--- src/rtl/shft_ctrl_pkg.sv ---
// ============================================================================
// shft_ctrl_pkg : op codes, FSM states and step helpers for the iterative shifter
// Revision 1.0
// ============================================================================
`default_nettype none

package shft_ctrl_pkg;

  localparam logic [1:0] CPU6_OP_SLL = 2'b00;
  localparam logic [1:0] CPU6_OP_SRL = 2'b01;
  localparam logic [1:0] CPU6_OP_SRA = 2'b10;
  localparam logic [1:0] CPU6_OP_RSV = 2'b11;

  typedef enum logic [1:0] {
    CPU6_ST_IDLE  = 2'd0,
    CPU6_ST_SHIFT = 2'd1,
    CPU6_ST_DONE  = 2'd2
  } cpu6_state_t;

  localparam logic [1:0] CPU6_STEP_1  = 2'd0;
  localparam logic [1:0] CPU6_STEP_4  = 2'd1;
  localparam logic [1:0] CPU6_STEP_16 = 2'd2;

  // Largest step that does not overshoot the remaining distance.
  function automatic logic [1:0] cpu6_step_sel(input logic [4:0] rem);
    if (rem >= 5'd16)     return CPU6_STEP_16;
    else if (rem >= 5'd4) return CPU6_STEP_4;
    else                  return CPU6_STEP_1;
  endfunction

  function automatic logic [4:0] cpu6_step_size(input logic [1:0] sel);
    case (sel)
      CPU6_STEP_16: return 5'd16;
      CPU6_STEP_4:  return 5'd4;
      default:      return 5'd1;
    endcase
  endfunction

endpackage

`default_nettype wire

--- src/rtl/shft_ctrl_step.sv ---
// ============================================================================
// shft_step : combinational single-step shifter (1, 4 or 16 bits, left/right)
// Revision 1.0
// ============================================================================
`default_nettype none

module shft_step
  import shft_ctrl_pkg::*;
(
  input  logic [31:0] i_data,
  input  logic [1:0]  i_sel,
  input  logic        i_dir,   // 0: left, 1: right
  input  logic        i_fill,  // bit shifted in on right shifts
  output logic [31:0] o_res
);

  logic [31:0] w_left;
  logic [31:0] w_right;

  always_comb begin
    w_left  = i_data;
    w_right = i_data;
    case (i_sel)
      CPU6_STEP_16: begin
        w_left  = {i_data[15:0], 16'h0000};
        w_right = {{16{i_fill}}, i_data[31:16]};
      end
      CPU6_STEP_4: begin
        w_left  = {i_data[27:0], 4'h0};
        w_right = {{4{i_fill}}, i_data[31:4]};
      end
      default: begin
        w_left  = {i_data[30:0], 1'b0};
        w_right = {i_fill, i_data[31:1]};
      end
    endcase
  end

  assign o_res = i_dir ? w_right : w_left;

endmodule

`default_nettype wire

--- src/rtl/shft_ctrl.sv ---
// ============================================================================
// shft_ctrl : multi-cycle SLL/SRL/SRA unit stepping 16/4/1 bits per cycle
// Revision 1.0
// ============================================================================
`default_nettype none

module shft_ctrl
  import shft_ctrl_pkg::*;
(
  input  logic        clk,
  input  logic        reset,
  input  logic        req_valid,
  output logic        req_ready,
  input  logic [1:0]  op,
  input  logic [31:0] src,
  input  logic [4:0]  shamt,
  input  logic        flush,
  output logic        busy,
  output logic        res_valid,
  output logic [31:0] res
);

  cpu6_state_t r_state;
  logic [31:0] r_data;
  logic [4:0]  r_rem;
  logic [1:0]  r_op;
  logic        r_sign;
  logic [31:0] r_res;

  logic [1:0]  w_sel;
  logic [4:0]  w_rem_next;
  logic [31:0] w_step;
  logic        w_dir;
  logic        w_fill;

  assign w_sel      = cpu6_step_sel(r_rem);
  assign w_rem_next = r_rem - cpu6_step_size(w_sel);
  assign w_dir      = (r_op != CPU6_OP_SLL);
  assign w_fill     = (r_op == CPU6_OP_SRA) ? r_sign : 1'b0;

  shft_step u_step (
    .i_data (r_data),
    .i_sel  (w_sel),
    .i_dir  (w_dir),
    .i_fill (w_fill),
    .o_res  (w_step)
  );

  always_ff @(posedge clk) begin
    if (reset) begin
      r_state <= CPU6_ST_IDLE;
      r_data  <= 32'h0;
      r_rem   <= 5'd0;
      r_op    <= 2'b00;
      r_sign  <= 1'b0;
      r_res   <= 32'h0;
    end else if (flush) begin
      r_state <= CPU6_ST_IDLE;
    end else begin
      case (r_state)
        CPU6_ST_IDLE: begin
          if (req_valid) begin
            r_data  <= src;
            r_rem   <= shamt;
            r_op    <= op;
            r_sign  <= src[31];
            r_state <= (shamt != 5'd0 && op != CPU6_OP_RSV) ? CPU6_ST_SHIFT
                                                           : CPU6_ST_DONE;
          end
        end
        CPU6_ST_SHIFT: begin
          r_data <= w_step;
          r_rem  <= w_rem_next;
          if (w_rem_next == 5'd0) r_state <= CPU6_ST_DONE;
        end
        CPU6_ST_DONE: begin
          r_res   <= r_data;
          r_state <= CPU6_ST_IDLE;
        end
        default: r_state <= CPU6_ST_IDLE;
      endcase
    end
  end

  // The strobe is gated so a flush or reset landing in DONE kills it the same cycle.
  assign req_ready = (r_state == CPU6_ST_IDLE);
  assign busy      = (r_state != CPU6_ST_IDLE);
  assign res_valid = (r_state == CPU6_ST_DONE) && !flush && !reset;
  assign res       = res_valid ? r_data : r_res;

endmodule

`default_nettype wire
--- config.mk ---
export PLATFORM = sky130hd
export DESIGN_NAME = shft_ctrl
export DESIGN_NICKNAME = d
export VERILOG_FILES = /design/src/rtl/shft_ctrl_pkg.sv /design/src/rtl/shft_ctrl_step.sv /design/src/rtl/shft_ctrl.sv
export SDC_FILE = /design/constraint.sdc
export NUM_CORES = 1
export LEC_CHECK = 0
export BUFFER_PORTS_ARGS = -buffer_cell sky130_fd_sc_hd__buf_4
export CORE_UTILIZATION = 35
export DETAILED_ROUTE_END_ITERATION = 8
export PLACE_DENSITY = 0.64
export SYNTH_ARGS = -nofsm -noshare
export SYNTH_HDL_FRONTEND = slang
export SYNTH_SLANG_ARGS = --single-unit
--- constraint.sdc ---
create_clock -name clk -period 6.1 [get_ports clk]
set_input_delay 1.22 -clock clk [delete_from_list [all_inputs] [get_ports clk]]
set_output_delay 1.22 -clock clk [all_outputs]
set_load 0.02 [all_outputs]
==> results.ini <==
[clock_network]
cts_htree_levels=3
hold_buffers=0
cts_tree=built
clk_latency_ns=0.34
cts_buffers=9
cts_sinks=74
clockBufferDepth=2
clkTransAtPathRegs_ns=0.05
cts-root-buf=clkbuf_16
cts_resized=0
post_cts_buffers=0

[placement]
globalplace.congestion=0.917
dpl_worst_slack_ns=1.94
hpwl_um=9960
io_buffers=77
placedInstanceArea_mm2=0.00505

[logic_synthesis]
synthXorXnorAreaFrac_pct=0.394
synth_cell_types=51
synthMuxAreaShare_pct=10.6
async_flop_share_pct=0
syn_inst=557
synth_fa_ha_area_share_pct=0.845
synth_edf_count=0
avgSynthCellArea_um2=7.97
synth_compound_area_share_pct=33.0
ys.flop_type=dfxtp_1
ys_warn_count=0
syn_nets=603
yosysSeqAreaShare_pct=33.4
syn_area_mm2=0.00444
synth-seq-cells=74
yosys.area_share.simple_pct=15.7
synth_top_family_by_area=compound AO/OA/AOI/OAI gates

[grt]
grt_max_degree=66
grt_pass1_vias=4184
grt_use_total_pct=22.2
antenna_found_initial=0
grt_pass1_wl_um=22600
gr-total-overflow=0

[sta]
clock_skew_ns=0.00535
fin_crit_sh_pct=68.5
finalSetupViolCount=0
max_clock_freq_mhz=239
worst_pin_slew_ns=1.04
final-hold-violation-count=0
slew_violations=0
fin_ws_ns=1.92
fin_crit_ns=4.18
finalSetupTns_ns=0
rsz0062_at_grt=false
maxSlewHeadroom_pct=30.3

[routing]
drtPass1Iterations=5
via_per_inst=5.85
drc=0
wl_per_cell_um=18.6
drt_iter0_markers=456
wl_um=14400
postRouteAntennaNets=0
dr_total_vias=4522

[floorplanning]
initial_utilization_pct=36.4
core_mm2=0.0122
io_pins=78
dieArea_mm2=0.0131
die_w_um=115
die_h_um=115
std_cell_rows=40

[layout]
design_area_mm2=0.00534
layout_common_cells=86 x buf_4, 74 x dfxtp_1, 66 x nand2_1
post-route-util_pct=43.7
antenna_cells=0
final_common_cell=buf_4
fill_cells=1261
fin_nets=646
drive_above_1_share_pct=24.0
area_growth_syn_to_layout_pct=20.2

[power]
ir_worst_vdd_mv=0.130
leakage_nw=2.02
p_per_area_mw_per_mm2=246

[critical_path]
cpMaxStageDelayCell=buf_4
slowest_delay_ns=0.59
crit_top_cell=buf_4
path_class=in -> out
cp_data_required_time_ns=4.88
cp-end-kind=primary output
path_cells=buf_4, nor4b_2, buf_4, mux2_2, buf_4
crit_fanout=65
worst_ep_arrival_time_ns=2.96
cp-start-kind=input port

[outcome]
status=completed

[job]
max_cap_viol_count=0

[min_path]
hold_path.class=reg -> reg

-- flip-flops by register name, summed over array words and instances, names as in the netlist --
name,flops
r_sign,1
r_state,2
r_rem,5
r_res,32
r_data,32
r_op,2
-- synth_stat cells (all sizes together), types with 2 or more instances --
| library cell | n | area share (%) |
|---|---|---|
| dfxtp | 74 | 33 |
| o31ai | 2 | 0.34 |
| a22oi | 2 | 0.34 |
| mux2i | 11 | 2.5 |
| ha | 3 | 0.85 |
| nor2b | 6 | 0.85 |
| mux2 | 32 | 8.1 |
| a31o | 5 | 0.99 |
| nor2 | 52 | 4.6 |
| a211oi | 34 | 5.7 |
| inv | 4 | 0.34 |
| o211ai | 13 | 2.2 |
| and2 | 3 | 0.42 |
| a41oi | 3 | 0.59 |
| or2 | 3 | 0.42 |
| a311oi | 4 | 0.79 |
| nand2b | 2 | 0.28 |
| nor3 | 14 | 1.6 |
| nand3 | 4 | 0.45 |
| nand2 | 66 | 5.6 |
| nand3b | 2 | 0.34 |
| buf | 30 | 3.7 |
| a31oi | 10 | 1.4 |
| clkbuf | 24 | 2.0 |
| a221oi | 6 | 1.2 |
| o21a | 5 | 0.85 |
| a21oi | 45 | 5.1 |
| o21ai | 47 | 5.4 |
| a22o | 35 | 6.9 |
-- through the flow --
| step | total power [mW] | hold WS, ns | std cells |
|---|---|---|---|
| global route | 1.37 | 0.484 | 773 |
| global placement | 0.801 | 0.442 | 757 |
| finish | 1.31 | 0.467 | 773 |
| CTS | 1.32 | 0.468 | 773 |
| floorplan | 0.722 | 0.432 | 557 |
| detailed placement | 0.805 | 0.451 | 757 |
-- path summary, 6_finish.rpt --
path                 start         end  slack (ns)  cells past startpoint
hold reg to reg   r_rem[1]    r_rem[1]        0.47                      2
setup / recovery     reset     res[25]        1.92                      5
hold / removal    r_rem[1]    r_rem[1]        0.47                      2
setup reg to reg  r_rem[4]  r_state[1]        3.17                      8
-- cells by family (layout without fill, tap and decap cells) --
kind of cell	after synthesis	in the layout
compound gates	217	217
buf+inv	59	107
mux	43	43
flops	74	74
xor+xnor	2	2
fa+ha+maj	3	3
simple gates	159	159
-- power breakdown --
part	switching (mW)	total [mW]	internal, mW
registers	0.0531	0.560	0.506
logic	0.148	0.242	0.0935
clock network	0.200	0.513	0.313
-- metal layers --
metal  GRT usage, %  vias up  wire [um]
met5              0        -          0
met4           8.23        0        264
met2           34.9      190       6470
met1           30.2     2151       6590
li1               -     2155          -
met3           4.18       26       1040
-- worst max-delay path: cells and delay by family --
family	cells	cell delay (ns)
buffers and inverters	3	1.00
AND/OR/NAND/NOR	1	0.26
multiplexers	1	0.41
-- layout make-up --
type / instances / area, um2 / area share, %
sequential: 74 / 1480 / 27.8
clock buffer: 10 / 229 / 4.29
timing repair buffer: 86 / 646 / 12.1
multi-input combinational: 424 / 2700 / 50.5
inverter: 5 / 18.8 / 0.352
clock inverter: 6 / 57.6 / 1.08
tap: 168 / 210 / 3.94
Note: power is estimated with default switching activity, not from simulation.
